$ cat config.mk
export PLATFORM = sky130hd
export DESIGN_NAME = crc_unit
export DESIGN_NICKNAME = d
export VERILOG_FILES = /design/src/rtl/crc_pkg.sv /design/src/rtl/crc_lfsr_step.sv /design/src/rtl/crc_unit.sv
export SDC_FILE = /design/constraint.sdc
export NUM_CORES = 1
export LEC_CHECK = 0
export BUFFER_PORTS_ARGS = -buffer_cell sky130_fd_sc_hd__clkbuf_2
export CAP_MARGIN = 20
export CORE_MARGIN = 2
export CORE_UTILIZATION = 35
export DETAILED_ROUTE_END_ITERATION = 10
export GPL_TIMING_DRIVEN = 0
export PLACE_DENSITY = 0.53
export SYNTH_ARGS = -nofsm -noshare
export SYNTH_HDL_FRONTEND = slang
export SYNTH_SLANG_ARGS = --single-unit
$ cat constraint.sdc
create_clock -name crcinclk -period 1.85 [get_ports crcinclk]
set_input_delay 0.185 -clock crcinclk [delete_from_list [all_inputs] [get_ports crcinclk]]
set_output_delay 0.185 -clock crcinclk [all_outputs]
set_load 0.005 [all_outputs]
$ cat src/rtl/crc_pkg.sv
// Shared types and Gen2 CRC constants for the serial CRC engine.
package crc_pkg;

   typedef enum logic [1:0] {
      ST_IDLE  = 2'd0,
      ST_ACCUM = 2'd1,
      ST_SHIFT = 2'd2,
      ST_DONE  = 2'd3
   } crc_state_e;

   localparam logic [15:0] CRC16_POLY    = 16'h1021;
   localparam logic [15:0] CRC16_PRESET  = 16'hFFFF;
   localparam logic [15:0] CRC16_RESIDUE = 16'h1D0F;

   localparam logic [4:0]  CRC5_POLY     = 5'h09;
   localparam logic [4:0]  CRC5_PRESET   = 5'b01001;
   localparam logic [4:0]  CRC5_RESIDUE  = 5'h00;

endpackage

$ cat src/rtl/crc_lfsr_step.sv
// One-bit MSB-first LFSR step: next CRC register value for a single input bit.
module crc_lfsr_step #(
   parameter int unsigned       WIDTH = 16,
   parameter logic [WIDTH-1:0]  POLY  = 16'h1021
) (
   input  logic [WIDTH-1:0] crc_in,
   input  logic             bit_in,
   output logic [WIDTH-1:0] crc_out
);

   logic fb;

   // Feedback taps the register MSB against the incoming bit.
   always_comb begin
      fb      = bit_in ^ crc_in[WIDTH-1];
      crc_out = {crc_in[WIDTH-2:0], 1'b0} ^ (fb ? POLY : '0);
   end

endmodule

$ cat src/rtl/crc_unit.sv
// Serial CRC engine: accumulates/checks a received stream or generates and
// shifts out the CRC of an outgoing stream.
//
//   state    | meaning
//   ---------+-----------------------------------------------------------
//   ST_IDLE  | register at preset, waiting for the first bit of a frame
//   ST_ACCUM | accepting data bits, waiting for endframe
//   ST_SHIFT | generate mode: shifting the CRC out MSB first
//   ST_DONE  | result held until clear or reset
module crc_unit
   import crc_pkg::*;
#(
   parameter int unsigned       WIDTH      = 16,
   parameter logic [WIDTH-1:0]  POLY       = CRC16_POLY,
   parameter logic [WIDTH-1:0]  PRESET     = CRC16_PRESET,
   parameter logic [WIDTH-1:0]  RESIDUE    = CRC16_RESIDUE,
   parameter bit                INVERT_OUT = 1'b1,
   parameter int unsigned       CNTW       = 10
) (
   input  logic             crcinclk,
   input  logic             reset,
   input  logic             clear,
   input  logic             mode,
   input  logic             bitvalid,
   input  logic             crcbitin,
   input  logic             endframe,
   output logic [WIDTH-1:0] crc,
   output logic             crcok,
   output logic             done,
   output logic             crcbitout,
   output logic             outvalid,
   output logic [CNTW-1:0]  bitcount,
   output logic             overflow
);

   localparam int unsigned IDXW    = (WIDTH > 2) ? $clog2(WIDTH) : 1;
   localparam logic [CNTW-1:0] CNT_MAX = {CNTW{1'b1}};

   crc_state_e       state_q, state_d;
   logic [WIDTH-1:0] crc_q, crc_d;
   logic             crcok_q, crcok_d;
   logic             done_q, done_d;
   logic             crcbitout_q, crcbitout_d;
   logic             outvalid_q, outvalid_d;
   logic [CNTW-1:0]  bitcount_q, bitcount_d;
   logic             overflow_q, overflow_d;
   logic             mode_q, mode_d;
   logic [IDXW-1:0]  idx_q, idx_d;

   logic [WIDTH-1:0] crc_step;
   logic [WIDTH-1:0] crc_acc;
   logic             accept;
   logic             eff_mode;

   crc_lfsr_step #(
      .WIDTH (WIDTH),
      .POLY  (POLY)
   ) u_step (
      .crc_in  (crc_q),
      .bit_in  (crcbitin),
      .crc_out (crc_step)
   );

   // Next-state and registered-output logic for the frame FSM.
   always_comb begin
      state_d     = state_q;
      crc_d       = crc_q;
      crcok_d     = crcok_q;
      done_d      = done_q;
      crcbitout_d = crcbitout_q;
      outvalid_d  = outvalid_q;
      bitcount_d  = bitcount_q;
      overflow_d  = overflow_q;
      mode_d      = mode_q;
      idx_d       = idx_q;

      accept   = bitvalid && ((state_q == ST_IDLE) || (state_q == ST_ACCUM));
      // A bit arriving with endframe is folded in before the result is taken.
      crc_acc  = accept ? crc_step : crc_q;
      // An empty frame has no latched mode yet, so use the live input.
      eff_mode = (state_q == ST_IDLE) ? mode : mode_q;

      if (clear) begin
         state_d     = ST_IDLE;
         crc_d       = PRESET;
         crcok_d     = 1'b0;
         done_d      = 1'b0;
         crcbitout_d = 1'b0;
         outvalid_d  = 1'b0;
         bitcount_d  = '0;
         overflow_d  = 1'b0;
         mode_d      = 1'b0;
         idx_d       = '0;
      end else begin
         case (state_q)
            ST_IDLE, ST_ACCUM: begin
               if (accept) begin
                  crc_d = crc_step;
                  if (bitcount_q == CNT_MAX) begin
                     overflow_d = 1'b1;
                  end else begin
                     bitcount_d = bitcount_q + 1'b1;
                  end
                  if (state_q == ST_IDLE) begin
                     mode_d  = mode;
                     state_d = ST_ACCUM;
                  end
               end
               if (endframe) begin
                  crc_d = crc_acc;
                  if (!eff_mode) begin
                     state_d = ST_DONE;
                     done_d  = 1'b1;
                     crcok_d = (crc_acc == RESIDUE);
                  end else begin
                     state_d     = ST_SHIFT;
                     outvalid_d  = 1'b1;
                     crcbitout_d = crc_acc[WIDTH-1] ^ INVERT_OUT;
                     idx_d       = IDXW'(WIDTH - 1);
                  end
               end
            end
            ST_SHIFT: begin
               crc_d = {crc_q[WIDTH-2:0], 1'b0};
               if (idx_q == '0) begin
                  state_d     = ST_DONE;
                  done_d      = 1'b1;
                  outvalid_d  = 1'b0;
                  crcbitout_d = 1'b0;
               end else begin
                  crcbitout_d = crc_q[WIDTH-2] ^ INVERT_OUT;
                  idx_d       = idx_q - 1'b1;
               end
            end
            default: begin
            end
         endcase
      end
   end

   // State and output registers; reset overrides everything asynchronously.
   always_ff @(posedge crcinclk or posedge reset) begin
      if (reset) begin
         state_q     <= ST_IDLE;
         crc_q       <= PRESET;
         crcok_q     <= 1'b0;
         done_q      <= 1'b0;
         crcbitout_q <= 1'b0;
         outvalid_q  <= 1'b0;
         bitcount_q  <= '0;
         overflow_q  <= 1'b0;
         mode_q      <= 1'b0;
         idx_q       <= '0;
      end else begin
         state_q     <= state_d;
         crc_q       <= crc_d;
         crcok_q     <= crcok_d;
         done_q      <= done_d;
         crcbitout_q <= crcbitout_d;
         outvalid_q  <= outvalid_d;
         bitcount_q  <= bitcount_d;
         overflow_q  <= overflow_d;
         mode_q      <= mode_d;
         idx_q       <= idx_d;
      end
   end

   assign crc       = crc_q;
   assign crcok     = crcok_q;
   assign done      = done_q;
   assign crcbitout = crcbitout_q;
   assign outvalid  = outvalid_q;
   assign bitcount  = bitcount_q;
   assign overflow  = overflow_q;

endmodule

Word level (Yosys, flattened, before mapping)
Cells that the tools add are included.
- bitwise gates (word level): 4
- add/subtract/negate cells: 2
- equal/unequal tests: 13
- reductions and logical operators: 19
- muxes and demuxes: 47
- operators with widths (cell ; count):
    two-way mux 10 bit ; 4
    two-way mux 16 bit ; 2
    case mux 16 bit (2 select lines) ; 1
    two-way mux 1 bit ; 25
    equality test 16 x 13 -> 1 bit, second input constant ; 1
    two-way mux 4 bit ; 4
    AND reduction 4 bit ; 4
    bitwise XOR 16 bit ; 1
    != test 3 bit, second input constant ; 5
    two-way mux 13 bit ; 1
    AND reduction 3 bit ; 4
    adder 10 x 1 -> 10 bit, second input constant ; 1
    equality test 10 bit, second input constant ; 1
    two-way mux 2 bit ; 5
    != test 4 bit, second input constant ; 2
    case mux 4 bit (2 select lines) ; 1
    nonzero test 2 bit ; 4
    case mux 1 bit (2 select lines) ; 3
    zero test 4 bit ; 1
    != test 2 bit, second input constant ; 2
    case mux 2 bit (2 select lines) ; 1
    subtractor 4 x 1 -> 4 bit, second input constant ; 1
    nonzero test 3 bit ; 1
    equality test 2 x 1 -> 1 bit, second input constant ; 1
    other kinds (8) ; 9
- logic and storage cells: 95
- register bits: 38

Longest topological paths before layout
Gate-level depths: netlist of the first run.
- word-level depth: 9
- mapped depth: 6
- depth with buffers taken out: 6

Modules after synthesis
From an unflattened synthesis of the first run, not the netlist that was laid out.
- cell total of the unflattened synthesis: 241
- area total of the unflattened synthesis: 2239.6 sq um
- modules (own cells, without submodules) (module ; instances ; cells an instance ; area an instance (sq um)):
    crc_unit ; 1 ; 224 ; 2078.2
    crc_lfsr_step ; 1 ; 17 ; 161.4

Least setup slack after synthesis of the first run
No wires, ideal clock.
- path type: register to register
- start: register idx_q[0]
- end: register idx_q[1]
- path slack: 225 ps
- required time: 1725 ps
- stages on the path, launching flop included: 7
- arrival time: 1501 ps
- path through: dfrtp_1 -> inv_1 -> ha_1 -> nor3b_1 -> nand2_1 -> o21ai_2 -> mux2_2
- word-level cells in the longest chain between the ends: 4
- elaborated cells on any way between the ends: 7
- classes of those cells: 1 x add/sub; 1 x eq/ne; 3 x mux; 2 x reduce/logical
- ends and longest elaborated chain (item ; line ; RTL):
    from (decl) ; crc_unit.sv:48 ; logic [IDXW-1:0] idx_q, idx_d;
    from (signal assigned) ; crc_unit.sv:164 ; idx_q <= idx_d;
    subtractor 4 x 1 -> 4 bit ; crc_unit.sv:132 ; idx_d = idx_q - 1'b1;
    two-way mux 4 bit ; crc_unit.sv:125 ; if (idx_q == '0) begin
    case mux 4 bit (2 select lines) ; crc_unit.sv:95 ; case (state_q)
    two-way mux 4 bit ; crc_unit.sv:83 ; if (clear) begin
Several ways; a longest one is shown, not always the timed one. The select of a mux whose other input is x is not followed.
A chain may end at the register's enable or synchronous reset.

Worst setup path after layout of the first run
Same ends and word-level chain as after synthesis.

==> results of run 1 <==
==> power by group through the flow <==
stage	registers [uW]	logic [uW]	clock network, uW
after detailed placement	1010	344	0
after CTS	998	348	622
after global placement	1010	341	0
final	999	348	595
after global routing	1010	398	660
after floorplan	993	226	0
==> cells in the mapped netlist (all sizes together) (3+ instances only) <==
cell type | number | area (um2)
nor3b | 3 | 22.5
nand2 | 36 | 135
o21ai | 8 | 43.8
xnor2 | 6 | 52.6
nor3 | 6 | 30.0
mux2i | 3 | 30.0
buf | 5 | 25.0
clkbuf | 4 | 15.0
a211oi | 4 | 30.0
dfrtp | 22 | 551
nand3 | 17 | 85.1
nor2 | 16 | 60.1
o221ai | 4 | 41.3
inv | 11 | 41.3
dfstp | 16 | 420
a21oi | 12 | 60.1
nor2b | 3 | 18.8
==> cells by family (layout without fill, tap and decap cells) <==
| family | Yosys count | after routing | synth area share |
|---|---|---|---|
| and+or+nand+nor | 101 | 101 | 0.258 |
| AOI/OAI and AO/OA | 42 | 42 | 0.153 |
| DFF | 38 | 38 | 0.485 |
| buffers and inverters | 20 | 65 | 0.0406 |
| xor gates and xnor gates | 7 | 7 | 0.0306 |
| muxes | 4 | 4 | 0.0206 |
| adders and majority gates | 2 | 2 | 0.0125 |
==> area by class of cell <==
type	instances	area share
clock buffers	7	0.0361
multi-input cells	156	0.407
plain buffers	9	0.0167
flip-flops and latches	38	0.406
inverters	11	0.0173
well taps	72	0.0377
clock inverters	1	0.00209
repair buffers	37	0.0774
==> state kept, by name, indices dropped and copies added, names as in the netlist <==
name and flops:
crcok 1, crcbitout 1, idx_q 4, bitcount 10
done 1, crc 16, outvalid 1, state_q 2
overflow 1, mode_q 1
==> critical path: stages (launching register included) <==
cell and delay [ns]:
dfrtp_1 0.38, inv_1 0.10, ha_1 0.20, nor3b_4 0.22, nand2_2 0.14, o21ai_4 0.22
mux2_2 0.35
==> metrics by stage <==
| step | cells | power (uW) |
|---|---|---|
| 2_1_floorplan | 214 | 1220 |
| 3_3_place_gp | 323 | 1350 |
| 3_5_place_dp | 323 | 1360 |
| 4_1_cts | 331 | 1970 |
| 5_1_grt | 331 | 2070 |
| 6_report | 331 | 1940 |
==> worst paths after layout <==
path | start | endpoint | slack (ns) | cells after the start
worst min register to register | overflow$_DFFE_PP0P_ | overflow$_DFFE_PP0P_ | 0.51 | 1
max in group asynchronous | reset | crcbitout$_DFFE_PP0P_ | 1.31 | 2
worst max-delay path | idx_q[0]$_DFFE_PP0P_ | idx_q[1]$_DFFE_PP0P_ | 0.12 | 6
min in group crcinclk | endframe | state_q[1]$_DFFE_PP0P_ | 0.18 | 3
worst max register to register | idx_q[0]$_DFFE_PP0P_ | idx_q[1]$_DFFE_PP0P_ | 0.12 | 6
worst min-delay path | reset | bitcount[7]$_DFFE_PP0P_ | 0.03 | 2
==> timing repair <==
item / 4_1_cts / 5_1_grt
pin swaps: 0 / 1
setup endpoints to repair: 1 / 1
gates resized for setup: 2 / 3
hold buffers: 0 / 0
==> metal layers <==
| layer | part of all wire | wire, um |
|---|---|---|
| met1 | 0.47 | 2370 |
| met2 | 0.48 | 2410 |
| met3 | 0.039 | 197 |
| met4 | 0.0046 | 23 |
| met5 | 0 | 0 |
==> metrics.md, run 1 <==
| Metric | Value |
|---|---|
| Clock Path Buffers | `2` |
| DIE AREA | `0.00634 mm2` |
| Clock Sinks | `38` |
| Fin util | `0.434` |
| Via count | `1721` |
| Port Buffer Count | `37` |
| Pint | `1370 uW` |
| Worst-Skew Late Latency | `0.29 ns` |
| Post-synth EDFFs | `0` |
| Diodes inserted | `0` |
| DP Area | `0.00228 mm2` |
| Met1 usage | `0.230` |
| Share of cells above drive strength 1 | `0.297` |
| Post-detail-place hpwl | `3580 um` |
| Mapped Cells | `214` |
| Routed Antenna Nets | `0` |
| DR DRC count | `0` |
| Post-synth top flop | `dfrtp_1` |
| Largest net degree at the start of global routing | `39` |
| Hold WS | `0.0303 ns` |
| Switch Pwr | `571 uW` |
| Worst-path clk slew | `0.07 ns` |
| Syn Nets | `223` |
| Starting density of the core | `0.364` |
| Clock root cell | `clkbuf_8` |
| Final nets | `267` |
| P_leak | `0.00110 uW` |
| Fin area | `0.00239 mm2` |
| Final setup fails | `0` |
| Worst EP arrival | `1.91 ns` |
| Clock network power share | `0.306` |
| Post-synth ARST share | `1.00` |
| FF/Latch Area | `971 um2` |
| Count of state elements after synthesis | `38` |
| Fin. max-slew vios | `0` |
| Status | `complete, no violations` |
| Comb pwr share | `0.179` |
| Final WL | `5010 um` |
| First-pass GRT wire length | `8560 um` |
| Relative slew margins | `0.462` |
| Setup TNS | `0 ns` |
| Worst endpoint required time | `2.03 ns` |
| Final worst setup slack | `0.123 ns` |
| Routability-driven placement congestion ratio | `0.773` |
| Post-placement setup slack | `-0.00653 ns` |
| Die W | `79.6 um` |
| M3 GR Usage | `0.0430` |
| Maximum clock rate | `579 MHz` |
| Initial antenna violation count | `0` |
| Max_cap viols | `0` |
| Most frequent cells in the layout | `clkbuf_2, nand2_1, dfrtp_1` |
| TritonCTS clock tree | `yes` |
| GR Overflow Total | `0` |
| Ports | `38` |
| Warnings, synthesis | `0` |
| Multi-input gate area | `973 um2` |
| Final hold vios | `0` |
| Vias in the first global route | `1669` |
| Crit start category | `flip-flop` |
| Mean Syn Cell Area | `9.35 um2` |
| Synth Cell Area | `0.00200 mm2` |
| Tot GR Track Use | `0.175` |
| Peak supply drop | `358 uV` |
| Critical Path Sink Type | `flip-flop` |
| Core ar. | `0.00551 mm2` |
| Seq pwr share | `0.514` |
| TritonCTS buffer count | `5` |
| H-tree depth reported by CTS | `2` |
| Drt wl/cell | `15.1 um` |
| Worst min path class | `in -> async` |
| Count of filler cells inserted in the layout | `586` |
| Max FO, Critical Path | `5` |
| Fin crit period | `1.73 ns` |
| Area growth syn-to-layout | `19.5%` |
| Synth cell types | `47` |
| Most common cell after layout, fill and taps aside | `clkbuf_2` |
| Starting DRT DRC Count | `53` |
| Least-Margin Pin Slew | `0.806 ns` |
| Sw Share | `0.294` |
| Post-synthesis sequential area ratio | `0.485` |
| Pwr/cell area | `812 mW/mm2` |
| CP Class | `reg -> reg` |
| Post CTS Setup Buffer Count | `0` |
| GRT busiest layer | `met2` |
| Drt pass-1 iters | `4` |
| Vias per cell | `5.20` |
| Fin Clk Skew | `0.00428 ns` |
| FP Rows | `27` |
| Die H | `79.6 um` |
| Met2 usage | `0.287` |
| Tcrit/Tclk final | `0.933` |
(Power assumes the default switching activity.)
==> run 2, diff against run 1 <==
Settings changed: CORE_UTILIZATION 35 to 40, PLACE_DENSITY 0.53 to 0.59.
==> run 2 against run 1 <==
Via count rose by 1.2%. Combinational power barely moved. Clock skew rose by 0.0033 ns. Register-to-register slack got worse by 0.02 ns. Final area rose by 2.2%. Critical path depth fell by 1. Worst hold slack got worse by 0.021 ns. Flip-flop and latch count did not move. Sequential power barely moved. Global-route usage rose by 1.6 points. Critical endpoint is now crcok$_DFFE_PP0P_.
==> metrics.md, run 2 (synthesized netlist as in run 1, its figures left out) <==
| Metric | Value |
|---|---|
| Status | `complete, no violations (unchanged)` |
| Highest routed layer | `met4 (unchanged)` |
| Crit start category | `flip-flop (unchanged)` |
| Met3 routed WL | `231 um (was 197 um)` |
| Routed Antenna Nets | `0 (unchanged)` |
| Port Buffer Count | `37 (unchanged)` |
| Pint | `1540 uW (was 1370 uW)` |
| CP Class | `reg -> reg (unchanged)` |
| DR DRC count | `0 (unchanged)` |
| FP Rows | `25 (was 27)` |
| GR Overflow Total | `0 (unchanged)` |
| H-tree depth reported by CTS | `2 (unchanged)` |
| Peak supply drop | `573 uV (was 358 uV)` |
| Clock Path Buffers | `2 (unchanged)` |
| RSZ-0062 raised after global routing | `no` |
| Metal-1 WL | `2280 um (was 2370 um)` |
| Fin crit period | `1.75 ns (was 1.73 ns)` |
| First-pass GRT wire length | `8160 um (was 8560 um)` |
| Final nets | `270 (was 267)` |
| Share of cells above drive strength 1 | `0.317 (was 0.297)` |
| Drt pass-1 iters | `4 (unchanged)` |
| Relative slew margins | `0.477 (was 0.462)` |
| DIE AREA | `0.00559 mm2 (was 0.00634 mm2)` |
| Max FO, Critical Path | `10 (was 5)` |
| Area growth syn-to-layout | `22.1% (was 19.5%)` |
| Pwr/cell area | `869 mW/mm2 (was 812 mW/mm2)` |
| Final setup fails | `0 (unchanged)` |
| Tot GR Track Use | `0.191 (was 0.175)` |
| Starting density of the core | `0.418 (was 0.364)` |
| Least-Margin Pin Slew | `0.783 ns (was 0.806 ns)` |
| Worst EP arrival | `1.93 ns (was 1.91 ns)` |
| Final WL | `4770 um (was 5010 um)` |
| Maximum clock rate | `573 MHz (was 579 MHz)` |
| Vias in the first global route | `1672 (was 1669)` |
| Critical Path Sink Type | `flip-flop (unchanged)` |
| Fin. max-slew vios | `0 (unchanged)` |
| TritonCTS buffer count | `5 (unchanged)` |
| Hold WS | `0.00932 ns (was 0.0303 ns)` |
| Comb pwr share | `0.165 (was 0.179)` |
| Die H | `74.7 um (was 79.6 um)` |
| Most common cell after layout, fill and taps aside | `clkbuf_2 (unchanged)` |
| Final hold vios | `0 (unchanged)` |
| Diodes inserted | `0 (unchanged)` |
| Sw Share | `0.274 (was 0.294)` |
| Count of filler cells inserted in the layout | `461 (was 586)` |
| Worst-Skew Late Latency | `0.29 ns (about the same)` |
| Met2 routed WL | `2220 um (was 2410 um)` |
| Ports | `38 (unchanged)` |
| Worst-path clk slew | `0.08 ns (was 0.07 ns)` |
| Clock network power share | `0.366 (was 0.306)` |
| Core ar. | `0.00479 mm2 (was 0.00551 mm2)` |
| Seq pwr share | `0.469 (was 0.514)` |
| Cells after DPL | `318 (was 323)` |
| Die W | `74.7 um (was 79.6 um)` |
| Worst R2R Setup Slack | `0.10 ns (was 0.12 ns)` |
| Worst endpoint required time | `2.03 ns (about the same)` |
| Largest net degree at the start of global routing | `39 (unchanged)` |
| Switch Pwr | `583 uW (was 571 uW)` |
| Most frequent cells in the layout | `clkbuf_2, nand2_1, dfrtp_1 (unchanged)` |
| Max_cap viols | `0 (unchanged)` |
| P_leak | `0.00113 uW (was 0.00110 uW)` |
| Vias per cell | `5.29 (was 5.20)` |
| Max FFs per register | `16 (unchanged)` |
| Clock root cell | `clkbuf_8 (unchanged)` |
| Post-detail-place hpwl | `3380 um (was 3580 um)` |
| Tcrit/Tclk final | `0.944 (was 0.933)` |
| Worst min path class | `in -> async (unchanged)` |
| TritonCTS clock tree | `yes (unchanged)` |
| Routability-driven placement congestion ratio | `0.801 (was 0.773)` |
| Drt wl/cell | `14.5 um (was 15.1 um)` |
| Initial antenna violation count | `0 (unchanged)` |
| Clock Sinks | `38 (unchanged)` |
| Starting DRT DRC Count | `115 (was 53)` |
| Fin Clk Skew | `0.00762 ns (was 0.00428 ns)` |
| Via count | `1741 (was 1721)` |
| Post-Layout Cell Count | `329 (was 331)` |
## run 2: cell count changes in the layout (fill, tap and decap cells not counted), sizes merged
cell,delta
buf,+2
clkbuf,+2
clkinv,-1
## run 2: per-stage QoR
stage	worst slack, ns	TNS (ns)	utilization	cell area, um2	power [uW]
3_5_place_dp	-0.0432	-0.0432	0.475	2270	1350
2_1_floorplan	0.225	0	-	2000	1220
6_report	0.104	0	0.511	2440	2120
5_1_grt	0.00485	0	0.511	2440	2240
4_1_cts	0.0943	0	0.504	2410	2130
3_3_place_gp	-0.0117	-0.0117	0.475	2270	1340
## run 2: path summary, 6_finish.rpt
kind                                                 to  cells past startpoint              startpoint
max in group asynchronous        state_q[1]$_DFFE_PP0P_                      2                   reset
worst max-delay path                  crcok$_DFFE_PP0P_                      5  state_q[1]$_DFFE_PP0P_
worst min-delay path            bitcount[6]$_DFFE_PP0P_                      2                   reset
min in group crcinclk            state_q[1]$_DFFE_PP0P_                      3                endframe
worst max register to register        crcok$_DFFE_PP0P_                      5  state_q[1]$_DFFE_PP0P_
worst min register to register     overflow$_DFFE_PP0P_                      1    overflow$_DFFE_PP0P_
## run 2: timing repair
item | CTS | global route
pin swaps | 0 | 3
buffers inserted | 0 | 3
endpoints found under the setup margin | 1 | 2
hold buffers | 0 | 0
gates resized for setup | 2 | 4
cloned | 0 | 0
## run 2: power groups by stage
stage | Combinational, uW | Clock, uW | Sequential [uW]
after global placement | 335 | 0 | 1010
after floorplan | 226 | 0 | 993
after detailed placement | 341 | 0 | 1010
after CTS | 344 | 793 | 995
final | 350 | 777 | 996
after global routing | 403 | 829 | 1010
## run 2: routing by layer
layer,GRT usage,vias up
met5,0,-
met4,0.0615,0
met3,0.0402,5
met2,0.289,44
met1,0.274,838
li1,-,854
## run 2: cell type report
cell class | count | area (um2) | share of cell area
flip-flops and latches | 38 | 972 | 0.398
multi-input cells | 156 | 965 | 0.395
repair buffers | 40 | 208 | 0.0850
clock buffers | 8 | 133 | 0.0542
well taps | 67 | 83.8 | 0.0343
plain buffers | 9 | 42.5 | 0.0174
inverters | 11 | 41.3 | 0.0169
## run 2: critical path, stage by stage (launching register included)
cell	delay [ns]
dfrtp_2	0.44
clkbuf_4	0.19
or2b_4	0.30
nor3b_2	0.18
o2111ai_1	0.16
o41ai_2	0.37
==> run 3, diff against run 2 <==
Settings changed: CORE_UTILIZATION 40 to 34, PLACE_DENSITY 0.59 to 0.51.
==> run 3 against run 2 <==
Worst hold slack gained 0.018 ns. Die area increased by 17%. Flip-flop and latch count did not move. Fmax increased by 3.0%. Critical path depth rose by 1. Via count shrank 0.40%. Final area shrank 3.0%. Register-to-register slack improved by 0.05 ns. Global-route usage is 1.9 points lower. Clock-buffer cell count is the same. Clock power decreased by 27%. Critical path type unchanged.
==> metrics.md, run 3 (synthesized netlist as in run 1, its figures left out) <==
| Metric | Value |
|---|---|
| Status | `complete, no violations (unchanged)` |
| Final WL | `5110 um (was 4770 um)` |
| Worst R2R Setup Slack | `0.15 ns (was 0.10 ns)` |
| Sw Share | `0.299 (was 0.274)` |
| Worst-path clk slew | `0.08 ns (about the same)` |
| Switch Pwr | `570 uW (was 583 uW)` |
| Tot Pwr | `1910 uW (was 2120 uW)` |
| Fin crit period | `1.70 ns (was 1.75 ns)` |
| Worst-Skew Late Latency | `0.29 ns (about the same)` |
| Vias in the first global route | `1700 (was 1672)` |
| Crit start category | `flip-flop (unchanged)` |
| Max_cap viols | `0 (unchanged)` |
| Worst endpoint required time | `2.03 ns (about the same)` |
| Via count | `1734 (was 1741)` |
| Worst EP arrival | `1.88 ns (was 1.93 ns)` |
| Seq pwr share | `0.523 (was 0.469)` |
| Final setup fails | `0 (unchanged)` |
| Largest net degree at the start of global routing | `39 (unchanged)` |
| R2R Path End | `idx_q[1]$_DFFE_PP0P_ (was crcok$_DFFE_PP0P_)` |
| Starting density of the core | `0.357 (was 0.418)` |
| Diodes inserted | `0 (unchanged)` |
| Clock root cell | `clkbuf_8 (unchanged)` |
| Count of filler cells inserted in the layout | `596 (was 461)` |
| DP Area | `0.00228 mm2 (was 0.00227 mm2)` |
| TritonCTS buffer count | `5 (unchanged)` |
| Max FO, Critical Path | `4 (was 10)` |
| Relative slew margins | `0.459 (was 0.477)` |
| Max FFs per register | `16 (unchanged)` |
| Fin area | `0.00237 mm2 (was 0.00244 mm2)` |
| Die H | `80.7 um (was 74.7 um)` |
| Share of cells above drive strength 1 | `0.288 (was 0.317)` |
| Initial antenna violation count | `0 (unchanged)` |
| Die W | `80.7 um (was 74.7 um)` |
| Area growth syn-to-layout | `18.5% (was 22.1%)` |
| Maximum clock rate | `590 MHz (was 573 MHz)` |
| Port Buffer Count | `37 (unchanged)` |
| Worst min path class | `in -> async (unchanged)` |
| CP peak stage delay | `0.38 ns (was 0.44 ns)` |
| Routed Antenna Nets | `0 (unchanged)` |
| Least-Margin Pin Slew | `0.810 ns (was 0.783 ns)` |
| FP Rows | `27 (was 25)` |
| Tcrit/Tclk final | `0.917 (was 0.944)` |
| H-tree depth reported by CTS | `2 (unchanged)` |
| Worst path cell trace | `inv_1, ha_1, nor3b_2, nand2_1, o21ai_2, mux2_2 (was clkbuf_4, or2b_4, nor3b_2, o2111ai_1, o41ai_2)` |
| Starting DRT DRC Count | `63 (was 115)` |
| Critical Path Sink Type | `flip-flop (unchanged)` |
| DIE AREA | `0.00652 mm2 (was 0.00559 mm2)` |
| Pwr/cell area | `803 mW/mm2 (was 869 mW/mm2)` |
| Peak supply drop | `304 uV (was 573 uV)` |
| Drt pass-1 iters | `4 (unchanged)` |
| CP Class | `reg -> reg (unchanged)` |
| Final worst setup slack | `0.154 ns (was 0.104 ns)` |
| Final nets | `268 (was 270)` |
| Clock Path Buffers | `2 (unchanged)` |
| Crit Reg-Reg Startpoint | `idx_q[0]$_DFFE_PP0P_ (was state_q[1]$_DFFE_PP0P_)` |
| Vias per cell | `5.22 (was 5.29)` |
| Crit path max-delay cell type | `dfrtp_1 (was dfrtp_2)` |
| Ports | `38 (unchanged)` |
| R2R depth | `6 (was 5)` |
| P_leak | `0.00109 uW (was 0.00113 uW)` |
| Comb pwr share | `0.181 (was 0.165)` |
| RSZ-0062 raised after global routing | `no (unchanged)` |
| Pint | `1340 uW (was 1540 uW)` |
| Post-detail-place hpwl | `3590 um (was 3380 um)` |
| Fin Clk Skew | `0.00442 ns (was 0.00762 ns)` |
| Most frequent cells in the layout | `clkbuf_2, nand2_1, dfrtp_1 (unchanged)` |
| Tot GR Track Use | `0.172 (was 0.191)` |
| TritonCTS clock tree | `yes (unchanged)` |
| GR Overflow Total | `0 (unchanged)` |
| Most common cell after layout, fill and taps aside | `clkbuf_2 (unchanged)` |
| Post-cts hold buffer count | `0 (unchanged)` |
| Clock Sinks | `38 (unchanged)` |
| Post-placement setup slack | `-0.00696 ns (was -0.0432 ns)` |
| Cells after DPL | `323 (was 318)` |
| Drt wl/cell | `15.4 um (was 14.5 um)` |
| Core ar. | `0.00561 mm2 (was 0.00479 mm2)` |
| Post-Layout Cell Count | `332 (was 329)` |
| Routability-driven placement congestion ratio | `0.736 (was 0.801)` |
| Final hold vios | `0 (unchanged)` |
| DR DRC count | `0 (unchanged)` |
| First-pass GRT wire length | `8550 um (was 8160 um)` |
| Fin. max-slew vios | `0 (unchanged)` |
| Setup TNS | `0 ns (unchanged)` |
| Clock network power share | `0.296 (was 0.366)` |
[run 3: how the worst max path moves through the flow]
| stage | startpoint | end | slack (ns) |
|---|---|---|---|
| 3_3_place_gp | state_q[0]$_DFFE_PP0P_ | idx_q[1]$_DFFE_PP0P_ | -0.009 |
| 4_1_cts | idx_q[0]$_DFFE_PP0P_ | idx_q[1]$_DFFE_PP0P_ | 0.03 |
| 2_1_floorplan | idx_q[0]$_DFFE_PP0P_ | idx_q[1]$_DFFE_PP0P_ | 0.22 |
| 3_5_place_dp | state_q[0]$_DFFE_PP0P_ | idx_q[1]$_DFFE_PP0P_ | -0.007 |
| 5_1_grt | state_q[1]$_DFFE_PP0P_ | crc[10]$_DFFE_PP1P_ | 0.03 |
| 6_report | idx_q[0]$_DFFE_PP0P_ | idx_q[1]$_DFFE_PP0P_ | 0.15 |
[run 3: metrics by stage]
step | utilization | hold slack [ns]
floorplan | - | 0.310
global placement | 0.406 | 0.484
detailed placement | 0.406 | 0.381
CTS | 0.421 | 0.0629
global route | 0.423 | 0.119
finish | 0.423 | 0.0272
[run 3: critical path: cells and delay by family, from the launching register on]
family          cells  cell delay (ns)
compound gates      1             0.23
fa+ha+maj           1             0.19
buf+inv             1             0.09
flops               1             0.38
mux                 1             0.36
simple gates        2             0.35
[run 3: area by class of cell]
| type | instances | area, um2 | area share |
|---|---|---|---|
| Buffer | 9 | 40.0 | 0.0169 |
| Clock buffer | 8 | 80.1 | 0.0338 |
| Inverter | 11 | 41.3 | 0.0174 |
| Multi-Input combinational cell | 156 | 957 | 0.403 |
| Sequential cell | 38 | 971 | 0.409 |
| Tap cell | 72 | 90.1 | 0.0380 |
| Timing Repair Buffer | 38 | 193 | 0.0812 |
[run 3: timing repair]
| item | 4_1_cts | 5_1_grt |
|---|---|---|
| buffers inserted | 0 | 1 |
| pin swaps | 0 | 1 |
| setup endpoints to repair | 1 | 1 |
| resized for setup | 1 | 1 |
[run 3: routing by layer]
layer / vias up / global-route usage / part of all wire
met5: - / 0 / 0
met1: 849 / 0.238 / 0.48
met2: 34 / 0.273 / 0.46
li1: 846 / - / -
met4: 0 / 0.0458 / 0.013
met3: 5 / 0.0389 / 0.039
[run 3: power by group through the flow]
| stage | registers (uW) | clock network, uW | logic (uW) |
|---|---|---|---|
| after floorplan | 993 | 0 | 226 |
| after detailed placement | 1010 | 0 | 344 |
| after global placement | 1010 | 0 | 340 |
| after CTS | 996 | 582 | 346 |
| final | 997 | 564 | 345 |
| after global routing | 1010 | 623 | 395 |
